**config.mk**
```make
export PLATFORM = sky130hd
export DESIGN_NAME = playfield_clear_ctrl
export DESIGN_NICKNAME = d
export VERILOG_FILES = /design/src/rtl/playfield_clear_ctrl.sv
export SDC_FILE = /design/constraint.sdc
export NUM_CORES = 1
export LEC_CHECK = 0
export ABC_CLOCK_PERIOD_IN_PS = 3000
export CAP_MARGIN = 20
export CORE_AREA = 5 5 103 105
export CTS_BUF_LIST = sky130_fd_sc_hd__clkbuf_8
export DETAILED_ROUTE_END_ITERATION = 6
export DIE_AREA = 0 0 108 110
export PLACE_DENSITY = 0.68
export SYNTH_ARGS = -nofsm -noshare
export SYNTH_HDL_FRONTEND = slang
export SYNTH_SLANG_ARGS = --single-unit
```
**constraint.sdc**
```tcl
create_clock -name clk -period 3 [get_ports clk]
set_clock_uncertainty 0.15 [all_clocks]
set_input_delay 0.6 -clock clk [delete_from_list [all_inputs] [get_ports clk]]
set_output_delay 0.6 -clock clk [all_outputs]
set_load 0.1 [all_outputs]
```
**src/rtl/playfield_clear_ctrl.sv**
```systemverilog
// rtl/playfield_clear_ctrl.sv - line-clear sequencer for the tile playfield RAM
//
// Purpose: walks the playfield from the bottom row up. Each row is read into a
// one-row buffer and evaluated. Full rows are dropped. Surviving rows are
// copied down over the dropped ones. The rows left over at the top are then
// filled with BLANK.
//
// Ports:
//   clk           : clock, rising edge
//   rst           : synchronous active-high reset
//   start         : one-cycle pass request, honoured only in IDLE
//   busy          : high whenever the FSM is not in IDLE
//   done          : one-cycle pulse at the end of a pass
//   lines_cleared : full-row count of the last completed pass
//   mem_row       : tile RAM row address
//   mem_col       : tile RAM column address
//   mem_re        : tile RAM read enable (read data arrives one cycle later)
//   mem_we        : tile RAM write enable
//   mem_wdata     : tile RAM write data
//   mem_rdata     : tile RAM read data

package playfield_clear_ctrl_pkg;
  typedef enum logic [3:0] {
    BLANK   = 4'd0,
    I       = 4'd1,
    O       = 4'd2,
    T       = 4'd3,
    S       = 4'd4,
    Z       = 4'd5,
    J       = 4'd6,
    L       = 4'd7,
    GARBAGE = 4'd8,
    GHOST   = 4'd9
  } tile_type_t;
endpackage

module playfield_clear_ctrl
  import playfield_clear_ctrl_pkg::*;
#(
  parameter int PLAYFIELD_ROWS = 20,
  parameter int PLAYFIELD_COLS = 10
) (
  input  logic       clk,
  input  logic       rst,
  input  logic       start,
  output logic       busy,
  output logic       done,
  output logic [4:0] lines_cleared,
  output logic [4:0] mem_row,
  output logic [3:0] mem_col,
  output logic       mem_re,
  output logic       mem_we,
  output tile_type_t mem_wdata,
  input  tile_type_t mem_rdata
);

  localparam logic [4:0] ROW_LAST = 5'(PLAYFIELD_ROWS - 1);
  localparam logic [3:0] COL_LAST = 4'(PLAYFIELD_COLS - 1);

  typedef enum logic [2:0] {IDLE, READ, EVAL, WRITE, FILL, DONE} state_t;

  state_t     state_q, state_d;
  logic [4:0] rd_row_q, rd_row_d;
  logic [4:0] wr_row_q, wr_row_d;
  logic [3:0] col_q, col_d;
  logic [4:0] rows_left_q, rows_left_d;
  logic [4:0] clr_cnt_q, clr_cnt_d;
  logic [4:0] lines_q, lines_d;
  logic       full_q, full_d;

  // Read data lags the address by one cycle, so the capture slot and column
  // are carried along with it.
  logic       rd_pend_q;
  logic [3:0] rd_idx_q;
  tile_type_t buf_q [PLAYFIELD_COLS];

  logic       tile_filled;
  logic       advance;

  assign tile_filled   = (mem_rdata != BLANK) && (mem_rdata != GHOST);
  assign lines_cleared = lines_q;

  always_ff @(posedge clk) begin
    if (rst) begin
      state_q     <= IDLE;
      rd_row_q    <= ROW_LAST;
      wr_row_q    <= ROW_LAST;
      col_q       <= 4'd0;
      rows_left_q <= 5'd0;
      clr_cnt_q   <= 5'd0;
      lines_q     <= 5'd0;
      full_q      <= 1'b0;
      rd_pend_q   <= 1'b0;
    end else begin
      state_q     <= state_d;
      rd_row_q    <= rd_row_d;
      wr_row_q    <= wr_row_d;
      col_q       <= col_d;
      rows_left_q <= rows_left_d;
      clr_cnt_q   <= clr_cnt_d;
      lines_q     <= lines_d;
      full_q      <= full_d;
      rd_pend_q   <= (state_q == READ);
    end
  end

  always_ff @(posedge clk) begin
    rd_idx_q <= col_q;
    if (rd_pend_q) begin
      buf_q[rd_idx_q] <= mem_rdata;
    end
  end

  always_comb begin
    state_d     = state_q;
    rd_row_d    = rd_row_q;
    wr_row_d    = wr_row_q;
    col_d       = col_q;
    rows_left_d = rows_left_q;
    clr_cnt_d   = clr_cnt_q;
    lines_d     = lines_q;
    full_d      = full_q;
    advance     = 1'b0;
    busy        = 1'b1;
    done        = 1'b0;
    mem_re      = 1'b0;
    mem_we      = 1'b0;
    mem_row     = 5'd0;
    mem_col     = 4'd0;
    mem_wdata   = BLANK;

    // The final capture of a row lands in EVAL, so full_d (not full_q) is the
    // verdict EVAL must use.
    if (rd_pend_q && !tile_filled) begin
      full_d = 1'b0;
    end

    case (state_q)
      IDLE: begin
        busy = 1'b0;
        if (start) begin
          rd_row_d    = ROW_LAST;
          wr_row_d    = ROW_LAST;
          col_d       = 4'd0;
          rows_left_d = ROW_LAST;
          clr_cnt_d   = 5'd0;
          full_d      = 1'b1;
          state_d     = READ;
        end
      end

      READ: begin
        mem_re  = 1'b1;
        mem_row = rd_row_q;
        mem_col = col_q;
        if (col_q == COL_LAST) begin
          col_d   = 4'd0;
          state_d = EVAL;
        end else begin
          col_d = col_q + 4'd1;
        end
      end

      EVAL: begin
        if (full_d) begin
          clr_cnt_d = clr_cnt_q + 5'd1;
          rd_row_d  = rd_row_q - 5'd1;
          advance   = 1'b1;
        end else if (wr_row_q == rd_row_q) begin
          // Row already sits where it belongs; no copy needed.
          rd_row_d = rd_row_q - 5'd1;
          wr_row_d = wr_row_q - 5'd1;
          advance  = 1'b1;
        end else begin
          state_d = WRITE;
        end
      end

      WRITE: begin
        mem_we    = 1'b1;
        mem_row   = wr_row_q;
        mem_col   = col_q;
        mem_wdata = buf_q[col_q];
        if (col_q == COL_LAST) begin
          col_d    = 4'd0;
          rd_row_d = rd_row_q - 5'd1;
          wr_row_d = wr_row_q - 5'd1;
          advance  = 1'b1;
        end else begin
          col_d = col_q + 4'd1;
        end
      end

      FILL: begin
        mem_we  = 1'b1;
        mem_row = wr_row_q;
        mem_col = col_q;
        if (col_q == COL_LAST) begin
          col_d    = 4'd0;
          wr_row_d = wr_row_q - 5'd1;
          if (wr_row_q == 5'd0) begin
            state_d = DONE;
          end
        end else begin
          col_d = col_q + 4'd1;
        end
      end

      DONE: begin
        done    = 1'b1;
        lines_d = clr_cnt_q;
        state_d = IDLE;
      end

      default: state_d = IDLE;
    endcase

    // Row 0 is the last row to evaluate when rows_left reaches zero; the
    // pointers themselves may wrap harmlessly past it.
    if (advance) begin
      if (rows_left_q != 5'd0) begin
        rows_left_d = rows_left_q - 5'd1;
        full_d      = 1'b1;
        state_d     = READ;
      end else if (clr_cnt_d != 5'd0) begin
        state_d = FILL;
      end else begin
        state_d = DONE;
      end
    end
  end

endmodule

```
==> reports/results.tsv <==
stage	metric	value	unit
status	run status	finished, final reports clean	
sta	Slew @ Worst Pin	0.8819	ns
floorplan	die width	108	um
sta	final hold slack	0.2842	ns
logic_synthesis	Post-synth EDFFs	40	
detailed_routing	drt wl/cell	16.06	um
logic_synthesis	Seq/Total Area, Yosys	54.82	%
sta	Slew Limit Fails	0	
sta	Hold Vio Cnt, Final	0	
pwr	Design Power	2.642	mW
detailed_routing	via/cell ratio	5.290	
finish	final std cells w/o fill	517	
placement	post-placement worst setup slack	0.03795	ns
finish	Sequential cell area	2043	sq um
placement	Placed Area	4448	sq um
logic_synthesis	Synth warnings	0	
detailed_routing	Detailed Route Iter0 Violations	218	
logic_synthesis	syn_nets	350	
setup_path	CP required	2.25	ns
cts	Inserted Clock Buffers	9	
sta	final worst slack	0.1238	ns
placement	Placer Congestion	0.8536	
pwr	VDD IR max	0.0003009	V
logic_synthesis	synthesized area	3725	sq um
floorplan	CORE AREA	9549	sq um
setup_path	Critical Path Max Stage Delay	0.48	ns
grt	largest net degree at the start of global routing	23	
pwr	clock network power share	32.4	%
pwr	Logic pwr share	20.4	%
finish	area grow syn2layout	26.07	%
finish	Nets	391	
cts	CTS tree	yes	
sta	Final min period	2.876	ns
logic_synthesis	Avg Cell Area, Syn	11.02	sq um
pwr	register share of total power	47.2	%
detailed_routing	via count	2735	
cts	worst skew pair latency	0.36	ns
logic_synthesis	main flop type after synthesis	dfxtp_1	
detailed_routing	DRT antenna net count	0	
finish	Ant. Diodes	0	
setup_path	CP Launch Type	flip-flop	
cts	clk buf depth	2	
placement	placed cell count	501	
pwr	Power Density	562.6	nW/um^2
floorplan	chip height	110	um
setup_path	CP endpoint kind	output pin	
grt	grt total ovfl	0	
grt	vias in the first global route	2879	
detailed_routing	total wire length	8304	um
sta	Final setup viols	0	
sta	setup TNS	0	ns
cts	CTS clk-pin slew, worst paths	0.10	ns
detailed_routing	highest metal used	met4	
setup_path	Crit Path Max Fanout	9	
detailed_routing	DR WL met2	4201	um
cts	H-Tree Depth	3	
pwr	cell-internal power	1.820	mW
grt	first-pass GRT wire length	14100	um
hold_path	Hold WC Path Type	reg -> reg	
floorplan	FP Rows	36	
sta	RSZ-0062 raised after global routing	no	
cts	root buffer cell	clkbuf_8	
setup_path	kind of critical path	reg -> out	
finish	fin area	4696	sq um
finish	layout cells sized above 1	23.18	%
sta	fmax	347.7	MHz
run	Max Cap Viol	0	
detailed_routing	first-pass iteration count of the detailed router	4	
floorplan	io pins	29	
grt	initial antenna violation count	0	
placement	HPWL after DPL	6128	um
detailed_routing	DRC viols	0	
floorplan	die area	11880	sq um
placement	Port Buffers	28	
pwr	sw power	0.8217	mW
logic_synthesis	#FFs+latches synth	82	
pwr	Sw Ratio	31.10	%
logic_synthesis	Post-synth ARST share	0	%
finish	Final Util	49.17	%
cts	# clock sinks	82	
floorplan	Initial Utilization	39.01	%
logic_synthesis	Cell variety after synth	58	
setup_path	slowest CP cell	or3b_2	
detailed_routing	DR WL met3	342	um
pwr	static leakage	1.651	nW
setup_path	Arr. time, crit path	2.13	ns
grt	GRT Util Overall	15.41	%
logic_synthesis	Syn Inst Count	338	
finish	Fillers	860	
setup_path	crit path cell chain	buf_4 -> or3b_2 -> nand2_1 -> a22o_2 -> buf_12	
sta	crit share post-route	95.87	%
finish	area of the multi-input gates	1673	sq um
detailed_routing	M1 WL	3577	um
sta	relative slew slack	40.67	%
## power by group through the flow
stage               combinational [mW]  clock, mW  sequential [mW]
floorplan                        0.368          0             1.25
global placement                 0.523          0             1.27
detailed placement               0.531          0             1.27
CTS                              0.539      0.883             1.25
global route                     0.580      0.929             1.25
finish                           0.540      0.856             1.25
## logic make-up (layout without fill, tap and decap cells)
| logic type | count (synthesis) | in the layout | synth area share [%] |
|---|---|---|---|
| AOI/OAI and AO/OA | 69 | 69 | 13.10 |
| buffers and inverters | 27 | 73 | 2.889 |
| muxes | 16 | 16 | 7.054 |
| DFF | 82 | 82 | 54.82 |
| adders and majority gates | 5 | 5 | 1.680 |
| and+or+nand+nor | 131 | 131 | 18.58 |
| xor gates and xnor gates | 8 | 8 | 1.881 |
## flip-flops by register name (all words and copies together), names as in the netlist, named ones only
register / flops
buf_q: 40
clr_cnt_q: 5
lines_cleared: 5
rd_row_q: 5
rows_left_q: 5
wr_row_q: 5
col_q: 4
rd_idx_q: 4
state_q: 3
full_q: 1
rd_pend_q: 1
## worst paths after layout
| check | start | endpoint | slack (ns) | cells past startpoint |
|---|---|---|---|---|
| worst max-delay path | state_q[1] | mem_row[3] | 0.12 | 5 |
| worst min-delay path | col_q[3] | rd_idx_q[3] | 0.28 | 0 |
| worst max register to register | state_q[0] | wr_row_q[0] | 0.55 | 7 |
| worst min register to register | col_q[3] | rd_idx_q[3] | 0.28 | 0 |
## worst max-delay path, delay by kind of cell (launching register included)
kind / cells / cell delay, ns
buf+inv: 2 / 0.39
flops: 1 / 0.41
compound gates: 1 / 0.24
simple gates: 2 / 0.74
## what timing repair did
item	CTS	global route
setup buffers	0	0
hold buffers	0	0
setup endpoints to repair	4	4
resized for setup	5	2
pin swaps	0	0
## cell type report
cell class	instances	area share, %
sequential	82	43.51
multi-input combinational	229	35.62
inverter	13	1.039
clock buffer	9	2.638
timing repair buffer	44	11.70
tap	133	3.544
clock inverter	7	1.945
## placed cells by master (no fill, tap or decap), types with 4 or more instances in the layout
master and n:
dfxtp_1 41, edfxtp_1 40, nor2_1 32, nand2_1 29
buf_4 21, a21oi_1 20, buf_12 16, inv_1 13
nand3_1 11, nor3_1 10, clkbuf_8 9, mux4_2 8
o21ai_0 8, nor2b_1 7, mux2i_1 6, xor2_1 6
or3_1 6, clkdlybuf4s50_1 6, a22o_2 5, a211oi_4 5
ha_1 5, and3_1 4, nor4b_1 4, inv_8 4
## synthesized netlist by cell type (4+ instances only)
cell       n  area share, %
a211oi_1  11            2.2
a21oi_1   20            2.7
a22o_1     5            1.2
and3_1     4           0.67
buf_2      5           0.67
clkbuf_1   8           0.81
dfxtp_1   42             23
edfxtp_1  40             32
ha_1       5            1.7
inv_1     13            1.3
mux2i_1    6            1.6
mux4_2     8            4.8
nand2_1   29            2.9
nand3_1   11            1.5
nor2_1    32            3.2
nor2b_1    8            1.3
nor3_1    11            1.5
nor4b_1    4           0.94
o21ai_0    8            1.1
or3_1      6            1.0
xor2_1     6            1.4
## layer usage
metal	track usage (%)	vias to the layer above
li1	-	1339
met3	4.368	15
met2	26.78	58
met4	6.041	0
met1	18.08	1323
met5	0	-
Power figures use the tool's default switching activity.
